`src/rtl/ai_core_pkg.sv`:
```
// Shared width helpers for the Winograd add-multiply datapath.
// Upstream and downstream units derive their widths from the same functions.
package ai_core_pkg;

  function automatic int in_mul_size(input int s0, input int s1);
    return ((s0 > s1) ? s0 : s1) + 1;
  endfunction

  function automatic int pp_per_mul(input int mul_size);
    return (mul_size + 2) / 3;
  endfunction

  function automatic int pp_size(input int mul_size);
    return 2 * mul_size;
  endfunction

endpackage

```
`src/rtl/pp_reduce.sv`:
```
// Partial-product reducer: sums the words of one product modulo 2^PP_SIZE
// and sign-extends the result to the accumulator width.
module pp_reduce #(
  parameter int PP_SIZE    = 18,
  parameter int PP_PER_MUL = 3,
  parameter int ACC_SIZE   = 32
) (
  input  logic [PP_SIZE-1:0]         pp_i [0:PP_PER_MUL-1],
  output logic signed [ACC_SIZE-1:0] prod_o
);

  logic [PP_SIZE-1:0] sum;

  always_comb begin
    sum = '0;
    for (int i = 0; i < PP_PER_MUL; i++) begin
      sum = sum + pp_i[i];
    end
    prod_o = ACC_SIZE'(signed'(sum));
  end

endmodule

```
`src/rtl/add_mult_acc.sv`:
```
// Dot-product accumulator behind the Winograd add-multiply unit.
// Define ADD_MULT_ACC_SAT_EN for clamping arithmetic and a sticky sat_o.
module add_mult_acc
  import ai_core_pkg::*;
#(
  parameter int IN_SIZE_0 = 4,
  parameter int IN_SIZE_1 = 8,
  parameter int ACC_SIZE  = 32,
  localparam int IN_MUL_SIZE = in_mul_size(IN_SIZE_0, IN_SIZE_1),
  localparam int PP_PER_MUL  = pp_per_mul(IN_MUL_SIZE),
  localparam int PP_SIZE     = pp_size(IN_MUL_SIZE)
) (
  input  logic                clk_i,
  input  logic                rst_ni,
  input  logic [PP_SIZE-1:0]  pp_i [0:PP_PER_MUL-1],
  input  logic                valid_i,
  input  logic                last_i,
  input  logic [ACC_SIZE-1:0] corr_i,
  output logic                ready_o,
  output logic [ACC_SIZE-1:0] acc_o,
  output logic                valid_o,
  input  logic                ready_i,
  output logic                sat_o
);

  logic signed [ACC_SIZE-1:0] prod;
  logic                       accept;

  logic                       s1_valid;
  logic                       s1_last;
  logic signed [ACC_SIZE-1:0] s1_prod;
  logic signed [ACC_SIZE-1:0] s1_corr;

  logic signed [ACC_SIZE-1:0] acc;
  logic signed [ACC_SIZE-1:0] sum;
  logic signed [ACC_SIZE-1:0] fin;

  pp_reduce #(
    .PP_SIZE   (PP_SIZE),
    .PP_PER_MUL(PP_PER_MUL),
    .ACC_SIZE  (ACC_SIZE)
  ) u_reduce (
    .pp_i  (pp_i),
    .prod_o(prod)
  );

  // Bubble after a last beat keeps the result register free for s2.
  assign ready_o = !(valid_o && !ready_i) && !(s1_valid && s1_last);
  assign accept  = valid_i && ready_o;

  always_ff @(posedge clk_i or negedge rst_ni) begin
    if (!rst_ni) begin
      s1_valid <= 1'b0;
      s1_last  <= 1'b0;
      s1_prod  <= '0;
      s1_corr  <= '0;
    end else begin
      s1_valid <= accept;
      if (accept) begin
        s1_last <= last_i;
        s1_prod <= prod;
        s1_corr <= last_i ? signed'(corr_i) : '0;
      end
    end
  end

`ifdef ADD_MULT_ACC_SAT_EN
  localparam logic signed [ACC_SIZE-1:0] MAXV = {1'b0, {(ACC_SIZE-1){1'b1}}};
  localparam logic signed [ACC_SIZE-1:0] MINV = {1'b1, {(ACC_SIZE-1){1'b0}}};

  // Returns {clamped, value}.
  function automatic logic [ACC_SIZE:0] sadd(
    input logic signed [ACC_SIZE-1:0] a,
    input logic signed [ACC_SIZE-1:0] b,
    input logic                       sub
  );
    logic signed [ACC_SIZE:0] w;
    w = sub ? (a - b) : (a + b);
    if (w[ACC_SIZE] != w[ACC_SIZE-1]) begin
      return {1'b1, (w[ACC_SIZE] ? MINV : MAXV)};
    end
    return {1'b0, w[ACC_SIZE-1:0]};
  endfunction

  logic              acc_sat;
  logic              res_sat;
  logic [ACC_SIZE:0] sum_w;
  logic [ACC_SIZE:0] fin_w;

  always_comb begin
    sum_w = sadd(acc, s1_prod, 1'b0);
    fin_w = sadd(sum_w[ACC_SIZE-1:0], s1_corr, 1'b1);
    sum   = sum_w[ACC_SIZE-1:0];
    fin   = fin_w[ACC_SIZE-1:0];
  end

  always_ff @(posedge clk_i or negedge rst_ni) begin
    if (!rst_ni) begin
      acc_sat <= 1'b0;
      res_sat <= 1'b0;
    end else if (s1_valid) begin
      if (s1_last) begin
        acc_sat <= 1'b0;
        res_sat <= acc_sat | sum_w[ACC_SIZE] | fin_w[ACC_SIZE];
      end else begin
        acc_sat <= acc_sat | sum_w[ACC_SIZE];
      end
    end
  end

  assign sat_o = res_sat;
`else
  always_comb begin
    sum = acc + s1_prod;
    fin = sum - s1_corr;
  end

  assign sat_o = 1'b0;
`endif

  always_ff @(posedge clk_i or negedge rst_ni) begin
    if (!rst_ni) begin
      acc     <= '0;
      acc_o   <= '0;
      valid_o <= 1'b0;
    end else begin
      if (s1_valid) begin
        acc <= s1_last ? '0 : sum;
      end
      if (s1_valid && s1_last) begin
        acc_o   <= fin;
        valid_o <= 1'b1;
      end else if (valid_o && ready_i) begin
        valid_o <= 1'b0;
      end
    end
  end

endmodule

```
`config.mk`:
```
export PLATFORM = sky130hd
export DESIGN_NAME = add_mult_acc
export DESIGN_NICKNAME = d
export VERILOG_FILES = /design/src/rtl/ai_core_pkg.sv /design/src/rtl/pp_reduce.sv /design/src/rtl/add_mult_acc.sv
export SDC_FILE = /design/constraint.sdc
export NUM_CORES = 1
export LEC_CHECK = 0
export ABC_AREA = 1
export BUFFER_PORTS_ARGS = -buffer_cell sky130_fd_sc_hd__buf_2
export CAP_MARGIN = 30
export CORE_MARGIN = 2
export CORE_UTILIZATION = 50
export CTS_CLUSTER_DIAMETER = 150
export DETAILED_ROUTE_END_ITERATION = 16
export PLACE_DENSITY = 0.77
export SYNTH_ARGS = -nofsm -noshare
export SYNTH_HDL_FRONTEND = slang
export SYNTH_SLANG_ARGS = --single-unit
```
`constraint.sdc`:
```
create_clock -name clk_i -period 3.78 [get_ports clk_i]
set_input_delay 0.567 -clock clk_i [delete_from_list [all_inputs] [get_ports clk_i]]
set_output_delay 0.567 -clock clk_i [all_outputs]
set_load 0.01 [all_outputs]
```
==> flow_summary.toml, run 1 <==
[clock_network]
cts_sinks = 117
clk_latency_ns = 0.42
root_buffer = "clkbuf_16"
clk_pin_slew_worst_paths_ns = 0.06
cts_tree = "built"
cts-buffers-inserted = 17
holdBufCountCts = 0
clockBufferDepth = 2
h-tree-depth = 4

[cells_and_area]
stdcell_count = 1631
postLayoutCellArea_um2 = 11100
drive_above_1_share = 0.188
syn2layout_area_growth_pct = 19.3
nNetsFinal = 1578
diodes = 0

[critical_path]
critPathMaxFanout = 5
cpMostUsedCell = "nand2_1"
r2r_start = "s1_prod[0]$_DFFE_PN0P_"
cpPeakStageDelay_ns = 0.41
crit_path_start_kind = "register"
cp.arrival_ns = 3.95
worstSetupPathType = "register to register"
path_cells = "ha_1 > inv_1 > fa_1 > inv_1 > nand3_1 > nand2_2 > nand3_1 > nand2_1 > nand2_1 > nand2_2 > nand2_1 > nand3_1 > nand2_1 > ha_1 > nand2_1 > o21ai_0 > a21oi_1 > o211ai_1 > nand3_1 > nand3_1 > nand2_1"
cp.required_ns = 4.09
critPathSlowestCell = "ha_1"
critPathLaunch = "s1_prod[0]$_DFFE_PN0P_"
r2r_setup_slack_ns = 0.14
cp-end-kind = "register"

[yosys]
syn-cell-area_um2 = 9320
synth_nets = 1440
synthDistinctLibCells = 53
avgSynthCellArea_um2 = 7.45
synth_ff_type = "dfrtp_1"
netlist_instances = 1251
yosys_warnings = 0
synth.most_common_cell = "nand2_1"
synth_common_cells = "nand2_1, inv_1, dfrtp_1"
yosysTopAreaCellShare = 0.314
ys_seq_area_frac = 0.314
yosysTopAreaCell = "dfrtp_1"
synth-edff-count = 0
ys_seq_elements = 117
synthArstFlopShare = 1.00
synth_area_leaders = "dfrtp_1, nand2_1, ha_1"

[floorplanning]
initial_core_util = 0.514
io_pins = 126
chipHeight_um = 141
core_um2 = 18100
dieArea_um2 = 19700
rows = 49
die_w_um = 141

[sta]
hold_viol_final = 0
period_share = 0.964
setup_viol = 0
max_slew_margin = 0.513
tightest_slew_ns = 0.730
hold_ws_ns = 0.196
period_needed_ns = 3.64
rsz0062_at_grt = "true"
fin_skew_ns = 0.00936
drv_slew = 0
clock.fmax_mhz = 275

[place]
dp.cells = 1597
port_buffers = 124
placed_cell_area_um2 = 10300
post-dp-hpwl_um = 19600
place_congestion = 0.973

[global_route]
grt_pass1_vias = 8454
globalRouteTotalUtil = 0.259
grt_max_degree = 63
grt_pass1_wl_um = 41100
antenna_found_initial = 0
grt-ovfl-total = 0

[status]
status = "finished, final reports clean"

[drt]
wirelength_um = 25200
vias = 8839
viasPerCell = 5.42
drc = 0
ant_nets = 0
drt_iter0_drc = 765
first_pass_iters = 7
wl_per_cell_um = 15.4

[hold_path]
min_path_type = "primary input to asynchronous set/reset pin"

[job]
cap_violations = 0
through the flow:
step | utilization | setup WS [ns] | setup TNS (ns)
2_1_floorplan | - | 0.579 | 0
3_3_place_gp | 0.566 | 0.0990 | 0
3_5_place_dp | 0.566 | 0.0981 | 0
4_1_cts | 0.600 | 0.0712 | 0
5_1_grt | 0.613 | -0.0373 | -0.125
6_report | 0.613 | 0.138 | 0
registers in the layout, indices dropped and copies added, names as in the netlist:
| register | cells |
|---|---|
| acc | 32 |
| acc_o | 32 |
| s1_corr | 32 |
| s1_last | 1 |
| s1_prod | 18 |
| s1_valid | 1 |
| valid_o | 1 |
routing by layer:
| layer | routed length (um) | vias up | global-route usage |
|---|---|---|---|
| met4 | 322 | 0 | 0.0632 |
| met3 | 1330 | 25 | 0.0325 |
| met1 | 11800 | 4126 | 0.366 |
| met2 | 11800 | 267 | 0.428 |
| li1 | - | 4421 | - |
| met5 | 0 | - | 0 |
worst max-delay path, delay by kind of cell, from the launching register on:
family                   cells  cell delay (ns)
flip-flops                   1             0.35
AND/OR/NAND/NOR             13             1.27
adder cells (fa/ha/maj)      3             0.98
buffers and inverters        2             0.13
AO/OA/AOI/OAI                3             0.79
cells by family after synthesis:
| logic type | after synthesis | share of synthesized area |
|---|---|---|
| adders and majority gates | 98 | 0.148 |
| xor gates and xnor gates | 50 | 0.0478 |
| buffers and inverters | 172 | 0.0709 |
| other | 1 | 0.000402 |
| DFF | 117 | 0.314 |
| and+or+nand+nor | 554 | 0.258 |
| AOI/OAI and AO/OA | 259 | 0.161 |
path summary, 6_finish.rpt:
check | cells after the start | end
worst min register to register | 2 | acc_o[28]$_DFFE_PN0P_
worst min-delay path | 1 | acc_o[4]$_DFFE_PN0P_
worst max register to register | 21 | acc_o[31]$_DFFE_PN0P_
max in group asynchronous | 2 | s1_prod[17]$_DFFE_PN0P_
worst max-delay path | 21 | acc_o[31]$_DFFE_PN0P_
min in group clk_i | 3 | s1_corr[4]$_DFFE_PN0P_
cell usage in the layout, fill, tap and decap left out, drive strengths merged, types with 2 or more instances in the layout:
cell type / Yosys / routed
nand2: 323 / 323
inv: 145 / 148
buf: 7 / 145
dfrtp: 117 / 117
o21ai: 109 / 109
a21oi: 92 / 92
nand3: 90 / 90
nor2: 89 / 89
ha: 78 / 78
xor2: 26 / 26
xnor2: 24 / 24
fa: 20 / 20
clkbuf: 19 / 19
nor3: 18 / 18
o21bai: 12 / 12
a22o: 12 / 12
a21o: 12 / 12
nand3b: 9 / 9
and2: 8 / 8
o21a: 6 / 6
nand4: 6 / 6
a31oi: 6 / 6
or2: 6 / 6
clkinvlp: 0 / 4
clkinv: 1 / 4
bufinv: 0 / 3
a31o: 2 / 2
and3: 2 / 2
o211ai: 2 / 2
nor4: 2 / 2
layout make-up:
class / count / area [um2]
clock buffers: 19 / 443
fillers: 1620 / 7020
repair buffers: 145 / 806
well taps: 229 / 287
flip-flops and latches: 117 / 2930
inverters: 146 / 548
clock inverters: 13 / 173
multi-input cells: 962 / 5940
what timing repair did:
action,4_1_cts,5_1_grt
resized for setup,0,47
endpoints found under the setup margin,0,16
buffers inserted,0,2
Power of run 1 is left out: the tool's default activity adds up to more than one toggle a clock period on the data nets, which glitch-free logic cannot reach.
==> run 2: changes to the inputs <==
--- a/config.mk
+++ b/config.mk
@@ -10,9 +10,10 @@
 export CAP_MARGIN = 30
 export CORE_MARGIN = 2
 export CORE_UTILIZATION = 50
+export CTS_BUF_LIST = sky130_fd_sc_hd__clkbuf_2 sky130_fd_sc_hd__clkbuf_4 sky130_fd_sc_hd__clkbuf_8
 export CTS_CLUSTER_DIAMETER = 150
 export DETAILED_ROUTE_END_ITERATION = 16
-export PLACE_DENSITY = 0.77
+export PLACE_DENSITY = 0.74
 export SYNTH_ARGS = -nofsm -noshare
 export SYNTH_HDL_FRONTEND = slang
 export SYNTH_SLANG_ARGS = --single-unit
==> constraint.sdc (replaced) <==
create_clock -name clk_i -period 3 [get_ports clk_i]
set_input_delay 0.45 -clock clk_i [delete_from_list [all_inputs] [get_ports clk_i]]
set_output_delay 0.45 -clock clk_i [all_outputs]
set_load 0.01 [all_outputs]
==> run 2 against run 1 <==
The flow now finishes with violations (hold timing, setup timing). Critical path depth grew 1. Utilization grew 15 points. Worst hold slack lost 0.21 ns. First-iteration DRC count grew 13%. Non-clock buffer count grew 197. Final area grew 25%. Global-route usage grew 3.5 points. Cell count grew 12%. Via count grew 15%. Sequential cell count is the same. Routed wire length grew 27%.
==> flow_summary.toml, run 2 (same netlist as run 1, synthesis figures left out) <==
[cells_and_area]
syn2layout_area_growth_pct = 49.0
mostFrequentLayoutCell = "nand2_1"
final_cell_mix = "nand2_1, buf_4, buf_2"
postLayoutCellArea_um2 = 13900
drive_above_1_share = 0.423
diodes = 0
nNetsFinal = 1775
reg_top3 = "acc x32, acc_o x32, s1_corr x32"

[sta]
hold_viol_final = 5
finalWorstSetupSlack_ns = -0.497
hold_ws_ns = -0.0109
rsz0062_at_grt = "true"
period_needed_ns = 3.50
fin_skew_ns = 0.0194
max_slew_margin = 0.537
drv_slew = 0
setup_viol = 22
clock.fmax_mhz = 286
tightest_slew_ns = 0.694
tns_ns = -6.77
period_share = 1.17

[drt]
drc = 0
ant_nets = 0
wirelength_um = 31900
drt_iter0_drc = 863
wl_per_cell_um = 17.5
viasPerCell = 5.56
vias = 10200
first_pass_iters = 6

[critical_path]
cpPeakStageDelay_ns = 0.42
worst_r2r_endpoint = "acc_o[31]$_DFFE_PN0P_"
ff2ff_path_depth = 22
worstSetupPathType = "register to register"
path_cells = "ha_4 > nor2_2 > nand3b_1 > nand2_2 > nand2_2 > nand2_4 > a31oi_1 > inv_1 > or2_1 > and2_4 > ha_4 > nand2_4 > nor2_4 > inv_2 > nor2_2 > inv_2 > nor3_2 > nand2_1 > o211ai_1 > nand3_1 > nand3_2 > nand2_2"
critPathSlowestCell = "dfrtp_1"
critPathMaxFanout = 4
cpMostUsedCell = "nand2_2"
crit_path_start_kind = "register"
cp.required_ns = 3.37
r2r_start = "s1_prod[2]$_DFFE_PN0P_"
cp.arrival_ns = 3.87
r2r_setup_slack_ns = -0.50
cp-end-kind = "register"

[floorplanning]
dieArea_um2 = 19700
core_um2 = 18100
io_pins = 126
rows = 49
chipHeight_um = 141
die_w_um = 141
initial_core_util = 0.514

[place]
placed_cell_area_um2 = 11600
place_congestion = 0.938
post-dp-hpwl_um = 20500
port_buffers = 124

[clock_network]
h-tree-depth = 4
cts-buffers-inserted = 17
cts_sinks = 117
clk_pin_slew_worst_paths_ns = 0.09
cts_tree = "built"
clockBufferDepth = 2
clk_latency_ns = 0.48
root_buffer = "clkbuf_8"

[global_route]
grt-ovfl-total = 0
antenna_found_initial = 0
grt_max_degree = 70
globalRouteTotalUtil = 0.295
grt_pass1_wl_um = 46500
grt_pass1_vias = 9470

[status]
violations = "hold timing, setup timing"
status = "finished, violations left"

[hold_path]
min_path_type = "primary input to asynchronous set/reset pin"

[job]
cap_violations = 0
-- run 2: cell types whose count changed in the layout (fill, tap and decap cells not counted), moves of 22 or more --
cell     before  now
a21oi_1      78   46
a21oi_2      13   35
buf_4        20  199
ha_1         66   33
ha_4          5   42
inv_1       141  118
inv_2         3   25
nand2_1     299  255
nand2_2      24   46
-- run 2: worst max-delay path by stage --
stage                            start                     to  slack (ns)  cells after the start
6_report        s1_prod[2]$_DFFE_PN0P_  acc_o[31]$_DFFE_PN0P_       -0.50                     22
4_1_cts        s1_prod[17]$_DFFE_PN0P_  acc_o[30]$_DFFE_PN0P_       -0.32                     21
5_1_grt         s1_prod[0]$_DFFE_PN0P_  acc_o[31]$_DFFE_PN0P_       -0.70                     24
3_3_place_gp   s1_prod[17]$_DFFE_PN0P_  acc_o[30]$_DFFE_PN0P_       -0.56                     17
2_1_floorplan   s1_prod[0]$_DFFE_PN0P_  acc_o[31]$_DFFE_PN0P_       -0.03                     24
3_5_place_dp    s1_prod[0]$_DFFE_PN0P_  acc_o[30]$_DFFE_PN0P_       -0.53                     24
-- run 2: timing repair --
action	CTS	global route
hold buffers	0	0
gates resized for setup	160	186
setup endpoints to repair	25	25
pin swaps	42	79
setup buffers	25	27
-- run 2: worst max-delay path: cells and delay by family (launching register included) --
kind	cells	cell delay [ns]
simple gates	15	1.94
compound gates	2	0.23
flops	1	0.42
buf+inv	3	0.21
fa+ha+maj	2	0.58
-- run 2: cell type report --
cell class | count | area (um2)
Tap cell | 229 | 287
Clock buffer | 18 | 248
Timing Repair Buffer | 342 | 2360
Clock inverter | 14 | 105
Inverter | 146 | 551
Multi-Input combinational cell | 962 | 7410
Sequential cell | 117 | 2930
Fill cell | 1177 | 4260
-- run 2: layer usage --
metal	track usage	wire length [um]
met2	0.492	15200
met5	0	0
met3	0.0448	2140
met1	0.394	13100
met4	0.101	1420
-- run 2: through the flow --
stage | hold slack [ns] | setup WS, ns | util | instances
detailed placement | 0.460 | -0.529 | 0.639 | 1747
floorplan | 0.154 | -0.0320 | - | 1251
CTS | 0.00159 | -0.317 | 0.711 | 1804
global route | 0.0345 | -0.696 | 0.765 | 1828
finish | -0.0109 | -0.497 | 0.765 | 1828
global placement | 0.459 | -0.563 | 0.639 | 1747
Power of run 2 is left out for the same reason.
==> run 3: changes to the inputs <==
--- a/config.mk
+++ b/config.mk
@@ -8,12 +8,13 @@
 export ABC_AREA = 1
 export BUFFER_PORTS_ARGS = -buffer_cell sky130_fd_sc_hd__buf_2
 export CAP_MARGIN = 30
-export CORE_MARGIN = 2
 export CORE_UTILIZATION = 50
 export CTS_BUF_LIST = sky130_fd_sc_hd__clkbuf_2 sky130_fd_sc_hd__clkbuf_4 sky130_fd_sc_hd__clkbuf_8
 export CTS_CLUSTER_DIAMETER = 150
 export DETAILED_ROUTE_END_ITERATION = 16
-export PLACE_DENSITY = 0.74
+export PLACE_DENSITY = 0.73
+export SETUP_SLACK_MARGIN = 0.15
 export SYNTH_ARGS = -nofsm -noshare
 export SYNTH_HDL_FRONTEND = slang
+export SYNTH_HIERARCHICAL = 1
 export SYNTH_SLANG_ARGS = --single-unit
==> run 3 against run 2 <==
The run ends with setup timing left. Final area up 3.9%. Global-route usage grew 1.2 points. Register-to-register slack about the same. Routed wire length grew 2.2%. Die area grew 5.9%. Synthesized area rose by 9.1%. Cell count increased by 10%. Sequential cell count up 14. Utilization shrank 3.3 points. Clock skew down 0.0056 ns. First-iteration DRC count shrank 14%. Via count is 6.9% higher.
==> flow_summary.toml, run 3 <==
[sta]
period_share = 1.17
tightest_slew_ns = 0.887
rsz0062_at_grt = "true"
fin_skew_ns = 0.0137
setup_viol = 25
finalWorstSetupSlack_ns = -0.505
max_slew_margin = 0.406
period_needed_ns = 3.51
hold_viol_final = 0
clock.fmax_mhz = 285
drv_slew = 0
tns_ns = -8.11

[clock_network]
root_buffer = "clkbuf_8"
cts_sinks = 131
cts-buffers-inserted = 17
cts_tree = "built"
clk_latency_ns = 0.48
clockBufferDepth = 2
h-tree-depth = 4
clk_pin_slew_worst_paths_ns = 0.09

[critical_path]
cp.required_ns = 3.37
ff2ff_path_depth = 18
critPathSlowestCell = "dfrtp_1"
worstSetupPathType = "register to register"
cp-end-kind = "register"
r2r_setup_slack_ns = -0.51
path_cells = "ha_4 > buf_4 > nand2_1 > nor2_1 > inv_1 > nor2_1 > nand3_1 > nand3_1 > xor2_2 > ha_1 > nand2_1 > o21ai_0 > o21bai_2 > inv_1 > nand2_1 > or2_2 > nand3_1 > nand2_1"
worst_r2r_endpoint = "acc_o[22]$_DFFE_PN0P_"
cpPeakStageDelay_ns = 0.45
crit_path_start_kind = "register"
critPathMaxFanout = 4
cpMostUsedCell = "nand2_1"
cp.arrival_ns = 3.88
critPathLaunch = "acc[12]$_DFFE_PN0P_"
crit_end = "acc_o[22]$_DFFE_PN0P_"
r2r_start = "acc[12]$_DFFE_PN0P_"

[place]
port_buffers = 124
post-dp-hpwl_um = 22400
place_congestion = 0.963
dp_slack_ns = -0.554

[hold_path]
min_path_type = "primary input to register"

[yosys]
synth_compound_area_frac = 0.120
avgSynthCellArea_um2 = 7.15
syn-cell-area_um2 = 10200
synth_ff_type = "dfrtp_1"
yosysTopAreaCellShare = 0.322
yosys_warnings = 6
synth.most_common_cell = "nand2_1"
synthXorXnorAreaFrac = 0.0405
synth_simple_gate_area_frac = 0.295
synth-edff-count = 0
synth_top_family_by_area = "simple AND/OR/NAND/NOR gates"
synth_area_leaders = "dfrtp_1, nand2_1, ha_1"
ys_seq_area_frac = 0.322
synthArstFlopShare = 1.00
netlist_instances = 1423
synth_common_cells = "nand2_1, inv_1, dfrtp_1"
synthDistinctLibCells = 48
synth_nets = 1612
synth_mux_area_frac = 0
yosysTopAreaCell = "dfrtp_1"
ys_seq_elements = 131
synth_fa_ha_area_frac = 0.135

[job]
cap_violations = 0

[floorplanning]
io_pins = 126
core_um2 = 19700
chipHeight_um = 145
rows = 51
dieArea_um2 = 20900
die_w_um = 145
initial_core_util = 0.516

[drt]
vias = 10900
drc = 0
drt_iter0_drc = 738
wl_per_cell_um = 16.2
viasPerCell = 5.38
wirelength_um = 32600
first_pass_iters = 8
ant_nets = 0

[cells_and_area]
final_cell_mix = "nand2_1, buf_4, inv_1"
nNetsFinal = 1929
diodes = 0
syn2layout_area_growth_pct = 41.9
drive_above_1_share = 0.360
mostFrequentLayoutCell = "nand2_1"

[status]
status = "finished, violations left"
violations = "setup timing"

[global_route]
grt_max_degree = 52
grt-ovfl-total = 0
grt_pass1_wl_um = 49500
antenna_found_initial = 0
globalRouteTotalUtil = 0.307
grt_pass1_vias = 10300
[run 3: changes by cell type in the layout (fill, tap and decap cells not counted), moves of 10 or more]
cell,change
nand2_1,+173
nor2_2,+10
nand2_4,-14
inv_1,+35
dfrtp_1,+15
nor2_4,-10
[run 3: logic make-up after synthesis]
group                      count (synthesis)
buffers and inverters                    215
adders and majority gates                 98
DFF                                      131
xor gates and xnor gates                  47
AOI/OAI and AO/OA                        219
other                                      1
and+or+nand+nor                          712
[run 3: metrics by stage]
step                      utilization  hold slack (ns)  cells  cell area (um2)
after floorplan                     -            0.154   1423            10300
after global placement          0.629            0.459   1950            12400
after detailed placement        0.629            0.461   1950            12400
after CTS                       0.702            0.194   2003            13800
after global routing            0.732            0.216   2018            14400
final                           0.732            0.200   2018            14400
[run 3: layout make-up]
cell class | count | area (um2)
well taps | 265 | 332
fillers | 1407 | 5290
clock buffers | 17 | 234
inverters | 172 | 646
clock inverters | 15 | 195
flip-flops and latches | 131 | 3280
multi-input cells | 1077 | 7380
repair buffers | 341 | 2360
[run 3: worst max-delay path: cells and delay by family (launching register included)]
| family | cells | cell delay [ns] |
|---|---|---|
| simple gates | 10 | 1.44 |
| fa+ha+maj | 2 | 0.62 |
| flops | 1 | 0.45 |
| compound gates | 2 | 0.39 |
| buf+inv | 3 | 0.27 |
| xor+xnor | 1 | 0.22 |
[run 3: repair_timing]
item / CTS / global route
gates resized for setup: 176 / 95
hold buffers: 1 / 0
setup buffers: 20 / 15
setup endpoints to repair: 27 / 28
gates cloned: 0 / 0
hold endpoints to repair: 5 / 0
pin swaps: 47 / 34
[run 3: worst min path at each step]
stage / end / cells past startpoint / start
floorplan: acc[0]$_DFFE_PN0P_ / 0 / rst_ni
global route: s1_corr[19]$_DFFE_PN0P_ / 3 / corr_i[19]
CTS: s1_corr[4]$_DFFE_PN0P_ / 3 / corr_i[4]
finish: s1_corr[4]$_DFFE_PN0P_ / 3 / corr_i[4]
global placement: acc_o[23]$_DFFE_PN0P_ / 2 / acc_o[23]$_DFFE_PN0P_
detailed placement: acc_o[18]$_DFFE_PN0P_ / 2 / acc_o[18]$_DFFE_PN0P_
[run 3: per-layer routing]
metal | GRT usage | part of all wire | vias to the layer above
met4 | 0.126 | 0.038 | 0
li1 | - | - | 5208
met1 | 0.377 | 0.42 | 5127
met3 | 0.0470 | 0.059 | 98
met2 | 0.535 | 0.48 | 433
met5 | 0 | 0 | -
Power of run 3 is left out for the same reason.
